File: src/rtl/dt24_rx_bridge.sv
// DT24 pad receiver: synchronises an asynchronous strobe/we/data pad bus into wb_clk_i,
// buffers captured words in a FWFT FIFO and frames them as a pixel stream. Optional macro: DT24_ERR_CNT_EN.
module dt24_rx_bridge #(
  parameter int DATA_WIDTH = 24,
  parameter int FIFO_DEPTH = 8
) (
  input  logic                            wb_clk_i,
  input  logic                            wb_rst_n_i,
  input  logic                            dt24_clk_i,
  input  logic                            dt24_we_i,
  input  logic [DATA_WIDTH-1:0]           dt24_data_i,
  output logic                            dt24_clk_oenb,
  output logic                            dt24_we_oenb,
  output logic [DATA_WIDTH-1:0]           dt24_data_oenb,
  input  logic                            enable_i,
  input  logic [18:0]                     frame_len_i,
  output logic                            pix_valid_o,
  output logic [DATA_WIDTH-1:0]           pix_data_o,
  input  logic                            pix_ready_i,
  output logic                            pix_last_o,
  output logic                            frame_done_o,
  output logic [$clog2(FIFO_DEPTH):0]     fifo_level_o,
  output logic                            ovf_o,
  input  logic                            ovf_clr_i
`ifdef DT24_ERR_CNT_EN
  ,
  output logic [15:0]                     err_cnt_o
`endif
);

  localparam int AW = $clog2(FIFO_DEPTH);
  localparam int LW = AW + 1;

  typedef enum logic {IDLE, ACTIVE} state_t;

  // Pads are permanently inputs.
  assign dt24_clk_oenb  = 1'b1;
  assign dt24_we_oenb   = 1'b1;
  assign dt24_data_oenb = '1;

  logic                  strb_s1, strb_s2, strb_h;
  logic                  we_s1, we_s2;
  logic [DATA_WIDTH-1:0] data_s1, data_s2;
  logic [1:0]            primed_q;
  logic                  armed_q;

  // primed_q marks when strb_s2 holds a real pad sample rather than its reset value,
  // so a strobe held high through reset cannot arm the detector.
  // NOTE: sequential state uses non-blocking (<=) so every flop samples pre-edge values.
  always_ff @(posedge wb_clk_i or negedge wb_rst_n_i) begin
    if (!wb_rst_n_i) begin
      strb_s1  <= 1'b0;
      strb_s2  <= 1'b0;
      strb_h   <= 1'b0;
      we_s1    <= 1'b0;
      we_s2    <= 1'b0;
      data_s1  <= '0;
      data_s2  <= '0;
      primed_q <= 2'b00;
      armed_q  <= 1'b0;
    end else begin
      strb_s1  <= dt24_clk_i;
      strb_s2  <= strb_s1;
      strb_h   <= strb_s2;
      we_s1    <= dt24_we_i;
      we_s2    <= we_s1;
      data_s1  <= dt24_data_i;
      data_s2  <= data_s1;
      primed_q <= {primed_q[0], 1'b1};
      if (primed_q[1] && !strb_s2) armed_q <= 1'b1;
    end
  end

  logic capture;
  assign capture = strb_s2 && !strb_h && we_s2 && enable_i && armed_q;

  // FIFO with one extra pointer bit to tell full from empty.
  logic [DATA_WIDTH-1:0] mem [FIFO_DEPTH];
  logic [AW:0]           wr_ptr_q, rd_ptr_q;
  logic [LW-1:0]         level;
  logic                  empty, full, pop, push_ok, drop;

  assign level   = wr_ptr_q - rd_ptr_q;
  assign empty   = (level == '0);
  assign full    = (level == LW'(FIFO_DEPTH));
  assign pop     = !empty && pix_ready_i;
  assign push_ok = capture && (!full || pop);
  assign drop    = capture && full && !pop;

  always_ff @(posedge wb_clk_i or negedge wb_rst_n_i) begin
    if (!wb_rst_n_i) begin
      wr_ptr_q <= '0;
      rd_ptr_q <= '0;
      ovf_o    <= 1'b0;
    end else begin
      if (push_ok) wr_ptr_q <= wr_ptr_q + 1'b1;
      if (pop)     rd_ptr_q <= rd_ptr_q + 1'b1;
      if (drop)           ovf_o <= 1'b1;
      else if (ovf_clr_i) ovf_o <= 1'b0;
    end
  end

  // NOTE: storage is not reset; emptiness is tracked by the pointers and the output is gated.
  always_ff @(posedge wb_clk_i) begin
    if (push_ok) mem[wr_ptr_q[AW-1:0]] <= data_s2;
  end

  assign pix_valid_o  = !empty;
  assign pix_data_o   = empty ? '0 : mem[rd_ptr_q[AW-1:0]];
  assign fifo_level_o = level;

`ifdef DT24_ERR_CNT_EN
  always_ff @(posedge wb_clk_i or negedge wb_rst_n_i) begin
    if (!wb_rst_n_i) begin
      err_cnt_o <= '0;
    end else if (drop) begin
      if (err_cnt_o != 16'hFFFF) err_cnt_o <= err_cnt_o + 16'd1;
    end else if (ovf_clr_i) begin
      err_cnt_o <= '0;
    end
  end
`endif

  // Frame position counter.
  state_t      state_q, state_d;
  logic [18:0] count_q, count_d;
  logic        done_q, done_d;
  logic        is_last;

  assign is_last    = (frame_len_i != '0) && (count_q == frame_len_i - 19'd1);
  assign pix_last_o = pix_valid_o && is_last;

  // NOTE: every always_comb output gets a default first so no latch is inferred.
  always_comb begin
    state_d = state_q;
    count_d = count_q;
    done_d  = 1'b0;
    if (frame_len_i == '0) begin
      state_d = IDLE;
      count_d = '0;
    end else if (pop && is_last) begin
      state_d = IDLE;
      count_d = '0;
      done_d  = 1'b1;
    end else if (!enable_i) begin
      state_d = IDLE;
      count_d = '0;
    end else if (pop) begin
      state_d = ACTIVE;
      count_d = count_q + 19'd1;
    end
  end

  always_ff @(posedge wb_clk_i or negedge wb_rst_n_i) begin
    if (!wb_rst_n_i) begin
      state_q <= IDLE;
      count_q <= '0;
      done_q  <= 1'b0;
    end else begin
      state_q <= state_d;
      count_q <= count_d;
      done_q  <= done_d;
    end
  end

  assign frame_done_o = done_q;

endmodule
File: config.mk
export PLATFORM = sky130hd
export DESIGN_NAME = dt24_rx_bridge
export DESIGN_NICKNAME = d
export VERILOG_FILES = /design/src/rtl/dt24_rx_bridge.sv
export SDC_FILE = /design/constraint.sdc
export NUM_CORES = 1
export LEC_CHECK = 0
export CORE_MARGIN = 4
export CORE_UTILIZATION = 25
export DETAILED_ROUTE_END_ITERATION = 10
export DONT_BUFFER_PORTS = 1
export GPL_TIMING_DRIVEN = 0
export MAX_ROUTING_LAYER = met4
export PLACE_DENSITY = 0.43
export SYNTH_ARGS = -nofsm -noshare
export SYNTH_HDL_FRONTEND = slang
export SYNTH_SLANG_ARGS = --single-unit
File: constraint.sdc
create_clock -name wb_clk_i -period 6.2 [get_ports wb_clk_i]
set_input_delay 0.62 -clock wb_clk_i [delete_from_list [all_inputs] [get_ports wb_clk_i]]
set_output_delay 0.62 -clock wb_clk_i [all_outputs]
set_load 0.01 [all_outputs]
==> results of run 1 <==
routing by layer:
metal and GRT usage:
met4 0.0216, met1 0.155, met5 -, met3 0.0280, met2 0.178
per-stage QoR:
stage,instances,instance area (µm²),hold slack [ps]
2_1_floorplan,724,11300,324
5_1_grt,1388,13300,33.6
4_1_cts,1387,13300,34.7
3_3_place_gp,1316,12000,327
3_5_place_dp,1328,12300,329
repair_timing:
item                                   CTS  global route
hold buffers                             2             0
endpoints found under the hold margin   85             0
buffers inserted                         0             0
logic make-up after synthesis:
| logic type | share of synthesized area |
|---|---|
| fa+ha+maj | 0.00961 |
| xor+xnor | 0.0399 |
| simple gates | 0.0826 |
| buf+inv | 0.0330 |
| flops | 0.705 |
| compound gates | 0.0311 |
| other cells | 0.000335 |
| mux | 0.0985 |
==> results.py, run 1 <==
metrics = {
    "logic_synthesis": {
        "avgSynthCellArea_um2": 16.0,
        "ys_types": 61,
        "yosys-top-cells-area": "edfxtp_1 (52%), dfrtp_1 (19%), mux4_2 (9.7%), nand2_1 (2.4%), xor2_1 (2.2%)",
        "synth-edff-count": 192,
        "async_flop_share": 0.307,
        "synth_top_area_frac": 0.515,
        "syn_area_um2": 11200,
        "postSynthCellCount": 698,
        "ys.flop_type": "edfxtp_1",
        "synth_most_common_cell": "edfxtp_1",
        "ys_seq_area_frac": 0.705,
        "synth_seq_cells": 277,
        "synth_warnings": 0,
        "synth_top_cell_by_area": "edfxtp_1",
        "ys_top_cells_by_count": "edfxtp_1 (192), dfrtp_1 (85), nand2_1 (71), mux4_2 (48), nor3_1 (29)",
    },
    "die": {
        "io_pins": 108,
        "fp.dieW_um": 220,
        "rows": 77,
        "start_util": 0.253,
        "die_h_um": 220,
    },
    "grt": {
        "grt_max_degree": 86,
        "grt-ovfl-total": 0,
        "grt_pass1_wl_um": 40700,
        "grt_pass1_vias": 6405,
        "antenna_found_initial": 1,
        "grt.total_usage": 0.114,
    },
    "run_status": {
        "error": "[ERROR DRT-0255] Maze Route cannot find path of net wb_clk_i in worker of routeBox ( 193200 0 ) ( 219605 48300 ).",
        "lastStage": "5_2_route",
        "status": "aborted with a tool error",
    },
    "clock_tree": {
        "cts_sinks": 277,
        "numCtsBuffers": 31,
        "clock_path_buffers": 3,
        "h-tree-depth": 1,
        "root_buffer": "clkbuf_16",
        "post_cts_resized": 0,
    },
    "placement": {
        "dp_hpwl_um": 17300,
        "preCtsSetupSlack_ps": 1320,
        "routabilityCongestion": 0.753,
        "portBuffers": 0,
    },
}
==> inputs of run 2 (changes only) <==
CORE_UTILIZATION = 20   (was 25)
MAX_ROUTING_LAYER = not set   (was met4)
PLACE_DENSITY = not set   (was 0.43)
PLACE_DENSITY_LB_ADDON = 0.15   (was not set)
==> run 2 against run 1 <==
The run now ends clean. Synthesized area unchanged. Global-route usage down 2.0 points. Synthesized cell count unchanged.
==> results.py, run 2 <==
metrics = {
    "critical_path": {
        "cp.required_ps": 5580,
        "crit_path_frequent_cell": "clkbuf_1",
        "worst_ep_arrival_time_ps": 4990,
        "crit_path_max_incr_delay_ps": 750,
        "timing.critical_path.buf_inv": 4,
        "path_class": "reg2out",
        "cpMaxStageDelayCell": "clkbuf_1",
        "endpoint_kind": "primary output",
        "cp_max_fo": 10,
        "start_kind": "register",
        "worstPathCellList": "clkbuf_1 > inv_2 > clkbuf_1 > ha_1 > xnor2_1 > or3_1 > nand4b_1 > nand2_1 > clkbuf_1 > a21oi_1",
        "critical-path-top-delay-family": "buffers and inverters",
    },
    "logic_synthesis": {
        "synth_warnings": 0,
        "synth_top_family_by_area": "multiplexers",
        "synth_xor_area_frac": 0.0399,
        "synth-edff-count": 192,
        "synth_seq_cells": 277,
        "synth_compound_area_frac": 0.0311,
        "postSynthCellCount": 698,
        "avgSynthCellArea_um2": 16.0,
        "ys_types": 61,
        "synth_most_common_cell": "edfxtp_1",
        "yosys-top-cells-area": "edfxtp_1 (52%), dfrtp_1 (19%), mux4_2 (9.7%), nand2_1 (2.4%), xor2_1 (2.2%)",
        "ys_seq_area_frac": 0.705,
        "synth_top_cell_by_area": "edfxtp_1",
        "synth_fa_ha_area_frac": 0.00961,
        "synth-simple-area-share": 0.0826,
        "ys.flop_type": "edfxtp_1",
        "synth_top_area_frac": 0.515,
        "ys_top_cells_by_count": "edfxtp_1 (192), dfrtp_1 (85), nand2_1 (71), mux4_2 (48), nor3_1 (29)",
        "syn_area_um2": 11200,
        "synthMuxAreaShare": 0.0985,
        "async_flop_share": 0.307,
    },
    "drt": {
        "first_pass_iters": 4,
        "detail-route-antenna-nets": 0,
        "wirelength_um": 28500,
        "num_vias": 5913,
        "remaining_drc_errors": 0,
        "drt_iter0_markers": 319,
        "wire_per_inst_um": 18.4,
        "via_per_inst": 3.83,
    },
    "run_status": {
        "status": "complete, no violations",
    },
    "job": {
        "cap_violations": 0,
    },
    "pwr": {
        "power_frac_seq": 0.382,
        "leakage_nw": 4.65,
        "internal_power_mw": 3.76,
        "combPwrFrac": 0.265,
        "switching_power_mw": 1.80,
        "swShare": 0.324,
        "peakVddDrop_v": 0.000241,
        "p_clk_frac": 0.353,
        "power_density_nw_per_um2": 408,
    },
    "cells_and_area": {
        "layout_common_cells": "edfxtp_1 (192), dfrtp_1 (85), nand2_1 (71)",
        "drive_gt1_frac": 0.198,
        "stdcell_area_um2": 13600,
        "largest_reg_flops": 192,
        "fin_nets": 829,
        "syn2layout_area_growth_pct": 21.8,
        "layout_commonest_cell": "edfxtp_1",
        "n_antenna_cell": 0,
    },
    "sta": {
        "hold_viol": 0,
        "fin_crit_ps": 5610,
        "fmax_ghz": 0.178,
        "final_max_slew_viol_count": 0,
        "hold_ws_ps": 62.5,
        "slew_headroom": 0.183,
        "period_share": 0.905,
        "setup_viol": 0,
        "rsz0062_at_grt": "no",
        "worstMarginPinSlew_ps": 1210,
        "clock_skew_ps": 13.1,
    },
    "grt": {
        "grt_pass1_wl_um": 42900,
        "antenna_found_initial": 1,
        "grt.total_usage": 0.0948,
        "grt-ovfl-total": 0,
        "grt_max_degree": 86,
        "grt_pass1_vias": 6412,
    },
    "die": {
        "start_util": 0.202,
        "fp.dieW_um": 245,
        "dieArea_um2": 59800,
        "io_pins": 108,
        "rows": 86,
        "core_area_um2": 55300,
        "die_h_um": 245,
    },
    "clock_tree": {
        "h-tree-depth": 1,
        "post-cts-setup-buffer-count": 0,
        "clock_path_buffers": 3,
        "clk_pin_slew_worst_paths_ps": 60,
        "cts_sinks": 277,
        "post_cts_resized": 0,
        "root_buffer": "clkbuf_16",
        "numCtsBuffers": 31,
        "cts_tree": "done",
        "worst_skew_pair.late_latency_ps": 580,
    },
    "placement": {
        "dp_hpwl_um": 18800,
        "portBuffers": 0,
        "routabilityCongestion": 0.709,
        "place_area_um2": 12500,
    },
    "min_path": {
        "hp-class": "in2reg",
    },
}
-- run 2: final timing paths --
kind | endpoint | cells after the start | from | slack (ps)
max in group asynchronous | data_s2[10]$_DFF_PN0_ | 2 | wb_rst_n_i | 5150
hold / removal | data_s1[4]$_DFF_PN0_ | 0 | dt24_data_i[4] | 60
min in group asynchronous | we_s1$_DFF_PN0_ | 2 | wb_rst_n_i | 640
hold reg to reg | data_s2[15]$_DFF_PN0_ | 0 | data_s1[15]$_DFF_PN0_ | 340
setup reg to reg | mem[4][10]$_DFFE_PP_ | 11 | rd_ptr_q[2]$_DFFE_PN0P_ | 1480
setup / recovery | pix_data_o[22] | 10 | rd_ptr_q[2]$_DFFE_PN0P_ | 590
-- run 2: area by class of cell --
| cell class | count | area (µm²) |
|---|---|---|
| tap | 748 | 936 |
| inverter | 17 | 63.8 |
| buffer | 52 | 305 |
| clock inverter | 17 | 259 |
| sequential | 277 | 7890 |
| timing repair buffer | 14 | 259 |
| fill | 5776 | 41700 |
| multi-input combinational | 378 | 3090 |
| clock buffer | 41 | 833 |
-- run 2: cell families after synthesis --
logic type,after synthesis
AO/OA/AOI/OAI,54
XOR/XNOR,51
adder cells (fa/ha/maj),8
buffers and inverters,69
flip-flops,277
multiplexers,50
other,1
AND/OR/NAND/NOR,188
-- run 2: repair_timing --
item,CTS,global route
endpoints found under the hold margin,85,0
hold buffers,2,0
endpoints found under the setup margin,0,0
-- run 2: through the flow --
| step | setup WS, ps | setup TNS, ps | std cells | power (mW) | util |
|---|---|---|---|---|---|
| after CTS | 410 | 0 | 1544 | 5.73 | 0.247 |
| after global placement | -1490 | -69070 | 1472 | 3.68 | 0.221 |
| final | 587 | 0 | 1544 | 5.56 | 0.247 |
| after detailed placement | 1070 | 0 | 1484 | 3.70 | 0.226 |
| after global routing | 220 | 0 | 1544 | 5.91 | 0.247 |
| after floorplan | 1720 | 0 | 724 | 3.15 | - |
-- run 2: metal layers --
layer  share of wire  global-route usage  up-vias
met3           0.059              0.0253       37
met2            0.47               0.152      125
li1                -                   -     2731
met4           0.020              0.0228        2
met1            0.45               0.129     3018
met5         0.00046                   0        -
-- run 2: power by group through the flow --
stage	logic, mW	registers (mW)	clock network, mW
2_1_floorplan	1.01	2.14	0
3_3_place_gp	1.52	2.16	0
3_5_place_dp	1.54	2.16	0
4_1_cts	1.56	2.13	2.04
5_1_grt	1.66	2.14	2.12
6_report	1.47	2.12	1.96
No activity file was read; power rests on OpenSTA's default activity.
==> inputs of run 3 (changes only) <==
CORE_MARGIN = 10   (was 4)
==> run 3 against run 2 <==
Sequential share of layout area hardly changed. Sequential cell count unchanged. Cell count increased by 0.19%. Register-to-register slack better by 220 ps. Worst setup slack improved by 220 ps. Non-clock buffer count fell by 1. Largest cell class unchanged.
==> results.py, run 3 (synthesized netlist as in run 2, its figures left out) <==
metrics = {
    "sta": {
        "fin_crit_ps": 5390,
        "setup_viol": 0,
        "rsz0062_at_grt": "no",
        "final_max_slew_viol_count": 0,
        "fmax_ghz": 0.186,
        "period_share": 0.869,
        "slew_headroom": 0.140,
        "worstMarginPinSlew_ps": 1270,
        "fin_setup_tns_ps": 0,
        "hold_viol": 0,
        "clock_skew_ps": 27.6,
    },
    "clock_tree": {
        "cts_hold_buf": 1,
        "worst_skew_pair.late_latency_ps": 550,
        "root_buffer": "clkbuf_16",
        "clock_path_buffers": 3,
        "post-cts-setup-buffer-count": 0,
        "h-tree-depth": 2,
        "post_cts_resized": 0,
        "clk_pin_slew_worst_paths_ps": 60,
        "numCtsBuffers": 34,
        "cts_sinks": 277,
        "cts_tree": "done",
    },
    "cells_and_area": {
        "layout.area.seq_um2": 7890,
        "layout.cells.non_filler": 1547,
        "multiInputGateArea_um2": 3090,
        "layout_commonest_cell": "edfxtp_1",
        "fin_nets": 831,
        "syn2layout_area_growth_pct": 21.9,
        "largest_reg_flops": 192,
        "fillers": 5779,
        "layout_common_cells": "edfxtp_1 (192), dfrtp_1 (85), nand2_1 (71)",
        "drive_gt1_frac": 0.202,
    },
    "grt": {
        "grt_pass1_vias": 6450,
        "grt_pass1_wl_um": 44200,
        "grt_max_degree": 86,
        "grt-ovfl-total": 0,
        "grt.total_usage": 0.0904,
        "antenna_found_initial": 1,
    },
    "run_status": {
        "status": "complete, no violations",
    },
    "placement": {
        "dp_cells": 1484,
        "portBuffers": 0,
        "dp_hpwl_um": 19500,
        "routabilityCongestion": 0.724,
    },
    "drt": {
        "drt_iter0_markers": 312,
        "wirelength_um": 29800,
        "first_pass_iters": 4,
        "via_per_inst": 3.87,
        "wire_per_inst_um": 19.3,
        "num_vias": 5991,
        "detail-route-antenna-nets": 0,
        "remaining_drc_errors": 0,
    },
    "critical_path": {
        "start_kind": "register",
        "cp_max_fo": 10,
        "path_class": "reg2out",
        "worst_ep_arrival_time_ps": 4770,
        "worstPathCellList": "clkbuf_1 > inv_2 > clkbuf_1 > ha_1 > xnor2_1 > or3_1 > a211o_1 > nand2_1 > clkbuf_1 > a21oi_1",
        "cpMaxStageDelayCell": "clkbuf_1",
        "critical-path-top-delay-family": "buffers and inverters",
        "timing.critical_path.buf_inv": 4,
        "crit_path_max_incr_delay_ps": 650,
        "endpoint_kind": "primary output",
        "crit_path_frequent_cell": "clkbuf_1",
        "cp.required_ps": 5580,
    },
    "die": {
        "core_area_um2": 55300,
        "fp.dieW_um": 257,
        "io_pins": 108,
        "dieArea_um2": 65800,
        "rows": 86,
        "die_h_um": 257,
        "start_util": 0.202,
    },
    "pwr": {
        "power_density_nw_per_um2": 412,
        "peakVddDrop_v": 0.000185,
        "leakage_nw": 4.66,
    },
    "job": {
        "cap_violations": 0,
    },
    "min_path": {
        "hp-class": "in2async",
    },
}
run 3: cell count changes in the layout (fill, tap and decap cells not counted), moves of 2 or more:
cell and change:
bufinv_16 -3, buf_12 +4, clkinv_8 +2, clkbuf_8 +3, buf_16 -4, clkinvlp_4 -2
clkbuf_16 +4
run 3: metal layers:
layer  GRT usage  vias to the layer above  part of all wire
met5           0                        -                 0
met4      0.0227                        0             0.015
met3      0.0307                       39             0.068
met2       0.137                      143              0.45
met1       0.121                     3084              0.46
li1            -                     2725                 -
run 3: per-stage QoR:
step,hold slack (ps),util,cell area (µm²),total power [mW],setup WS (ps)
global route,20.9,0.247,13600,5.99,155
CTS,16.3,0.247,13600,5.79,464
global placement,332,0.221,12200,3.69,-1530
finish,12.9,0.247,13600,5.62,811
floorplan,324,-,11300,3.15,1720
detailed placement,332,0.226,12500,3.72,1050
run 3: layout make-up:
type                    count  share of cell area
diodes                      1            0.000183
multi-input cells         378               0.226
plain buffers              52              0.0224
well taps                 748              0.0686
clock inverters            12              0.0116
repair buffers             13              0.0163
inverters                  17             0.00468
flip-flops and latches    277               0.578
clock buffers              49              0.0717
run 3: final timing paths:
check	from	cells past startpoint	endpoint	slack, ps
setup reg to reg	rd_ptr_q[2]$_DFFE_PN0P_	9	mem[4][13]$_DFFE_PP_	1700
min in group wb_clk_i	dt24_data_i[17]	0	data_s1[17]$_DFF_PN0_	100
setup / recovery	rd_ptr_q[2]$_DFFE_PN0P_	10	pix_data_o[20]	810
hold / removal	wb_rst_n_i	1	data_s1[3]$_DFF_PN0_	10
max in group asynchronous	wb_rst_n_i	1	primed_q[0]$_DFF_PN0_	5800
hold reg to reg	we_s1$_DFF_PN0_	0	we_s2$_DFF_PN0_	340
run 3: where the power goes:
part / internal [mW] / leakage, nW / switching [mW] / total, mW
sequential: 2.06 / 2.77 / 0.0662 / 2.13
clock: 1.23 / 0.555 / 0.779 / 2.01
combinational: 0.502 / 1.34 / 0.991 / 1.49
==> inputs of run 4 (changes only) <==
HOLD_SLACK_MARGIN = 0.1   (was not set)
SETUP_SLACK_MARGIN = 0.05   (was not set)
==> run 4 against run 3 <==
Clock power hardly changed. Critical path depth unchanged. Sequential power hardly changed. Sequential cell count unchanged. Utilization grew 0.48 points. Largest cell class unchanged. Non-clock buffer count rose by 27. Count of clock-buffer cells in the layout unchanged. Fmax decreased by 1.7%. Critical endpoint unchanged. Hold slack improved by 180 ps. Cell area rose by 2.0%. Largest power group unchanged. Global-route usage hardly changed. Die area did not move.
==> results.py, run 4 (synthesized netlist as in run 2, its figures left out) <==
metrics = {
    "run_status": {
        "status": "complete, no violations",
    },
    "die": {
        "fp.dieW_um": 257,
        "start_util": 0.202,
        "core_area_um2": 55300,
        "dieArea_um2": 65800,
        "die_h_um": 257,
        "io_pins": 108,
        "rows": 86,
    },
    "clock_tree": {
        "post-cts-setup-buffer-count": 0,
        "h-tree-depth": 2,
        "cts_hold_buf": 28,
        "cts_sinks": 277,
        "root_buffer": "clkbuf_16",
        "clk_pin_slew_worst_paths_ps": 60,
        "post_cts_resized": 0,
        "clock_path_buffers": 3,
        "numCtsBuffers": 34,
        "cts_tree": "done",
        "worst_skew_pair.late_latency_ps": 550,
    },
    "critical_path": {
        "crit_end": "pix_data_o[20]",
        "cp.required_ps": 5580,
        "r2r-start": "rd_ptr_q[2]$_DFFE_PN0P_",
        "worst_ep_arrival_time_ps": 4860,
        "path_class": "reg2out",
        "ff2ff_path_depth": 9,
        "r2r_end": "mem[4][13]$_DFFE_PP_",
        "start_kind": "register",
        "cp_max_fo": 10,
        "endpoint_kind": "primary output",
        "crit_path_start": "rd_ptr_q[2]$_DFFE_PN0P_",
        "r2r_slack_ps": 1700,
    },
    "cells_and_area": {
        "layout.cells.non_filler": 1573,
        "n_antenna_cell": 0,
        "layout_common_cells": "edfxtp_1 (192), dfrtp_1 (85), nand2_1 (71)",
        "fin_nets": 858,
        "final_core_util": 0.252,
        "largest_reg_flops": 192,
        "layout_commonest_cell": "edfxtp_1",
        "drive_gt1_frac": 0.195,
        "syn2layout_area_growth_pct": 24.3,
    },
    "grt": {
        "grt_pass1_vias": 6612,
        "grt_use_met1": 0.121,
        "busiest_layer": "met2",
        "grt-ovfl-total": 0,
        "grt_pass1_wl_um": 44700,
        "grt_use_met3": 0.0313,
        "grt_max_degree": 86,
        "antenna_found_initial": 1,
        "grt.total_usage": 0.0907,
        "grt_util_met2": 0.138,
    },
    "drt": {
        "first_pass_iters": 4,
        "remaining_drc_errors": 0,
        "wirelength_um": 30000,
        "via_per_inst": 3.88,
        "wire_per_inst_um": 19.0,
        "drt_iter0_markers": 289,
        "detail-route-antenna-nets": 0,
        "num_vias": 6107,
    },
    "job": {
        "cap_violations": 0,
    },
    "sta": {
        "hold_viol": 0,
        "setup_viol": 0,
        "final_max_slew_viol_count": 0,
        "clock_skew_ps": 29.8,
        "fin_crit_ps": 5480,
        "setup_ws_ps": 720,
        "fin_setup_tns_ps": 0,
        "worstMarginPinSlew_ps": 1260,
        "hold_ws_ps": 191,
        "rsz0062_at_grt": "no",
        "slew_headroom": 0.146,
        "fmax_ghz": 0.182,
        "period_share": 0.884,
    },
    "min_path": {
        "hp-class": "in2reg",
    },
    "placement": {
        "portBuffers": 0,
        "routabilityCongestion": 0.724,
        "preCtsSetupSlack_ps": 1050,
        "dp_cells": 1484,
        "dp_hpwl_um": 19500,
    },
    "pwr": {
        "power_density_nw_per_um2": 406,
        "peakVddDrop_v": 0.000185,
        "leakage_nw": 4.77,
    },
}
==> run 4: changes by cell type in the layout (fill, tap and decap cells not counted) <==
cell           previous run  this run
dlygate4sd3_1             0        27
diode_2                   1         0
==> run 4: how the worst min path moves through the flow <==
| stage | startpoint | to | slack (ps) | cells past startpoint |
|---|---|---|---|---|
| floorplan | wb_rst_n_i | armed_q$_DFFE_PN0P_ | 320 | 0 |
| global placement | wb_rst_n_i | data_s1[1]$_DFF_PN0_ | 330 | 0 |
| detailed placement | wb_rst_n_i | data_s1[1]$_DFF_PN0_ | 330 | 0 |
| CTS | ovf_clr_i | ovf_o$_DFFE_PN0P_ | 160 | 1 |
| global route | ovf_clr_i | ovf_o$_DFFE_PN0P_ | 190 | 1 |
| finish | ovf_clr_i | ovf_o$_DFFE_PN0P_ | 190 | 1 |
==> run 4: cell type report <==
type	instances	area (µm²)
plain buffers	52	305
clock buffers	49	978
fillers	5763	41400
inverters	17	63.8
repair buffers	40	493
flip-flops and latches	277	7890
well taps	748	936
clock inverters	12	159
multi-input cells	378	3090
==> run 4: worst max-delay path, stage by stage (launching register included) <==
cell      delay, ps
dfrtp_1         350
clkbuf_1        290
inv_2           260
clkbuf_1        590
ha_1            380
xnor2_1         250
or3_1           440
a211o_1         280
nand2_1         440
clkbuf_1        700
a21oi_1         330
==> run 4: power by group <==
group / total [mW] / internal (mW) / leakage [nW] / switching [mW]
combinational: 1.52 / 0.513 / 1.45 / 1.00
clock: 2.01 / 1.23 / 0.555 / 0.780
sequential: 2.13 / 2.06 / 2.77 / 0.0662
==> run 4: metal layers <==
metal,vias up,share of wire
met4,2,0.016
met2,155,0.45
li1,2776,-
met1,3132,0.46
met5,-,0.00040
met3,42,0.067
==> run 4: metrics by stage <==
step	power (mW)	cell area [µm²]
5_1_grt	6.01	13900
6_report	5.65	13900
3_3_place_gp	3.69	12200
2_1_floorplan	3.15	11300
4_1_cts	5.81	13900
3_5_place_dp	3.72	12500
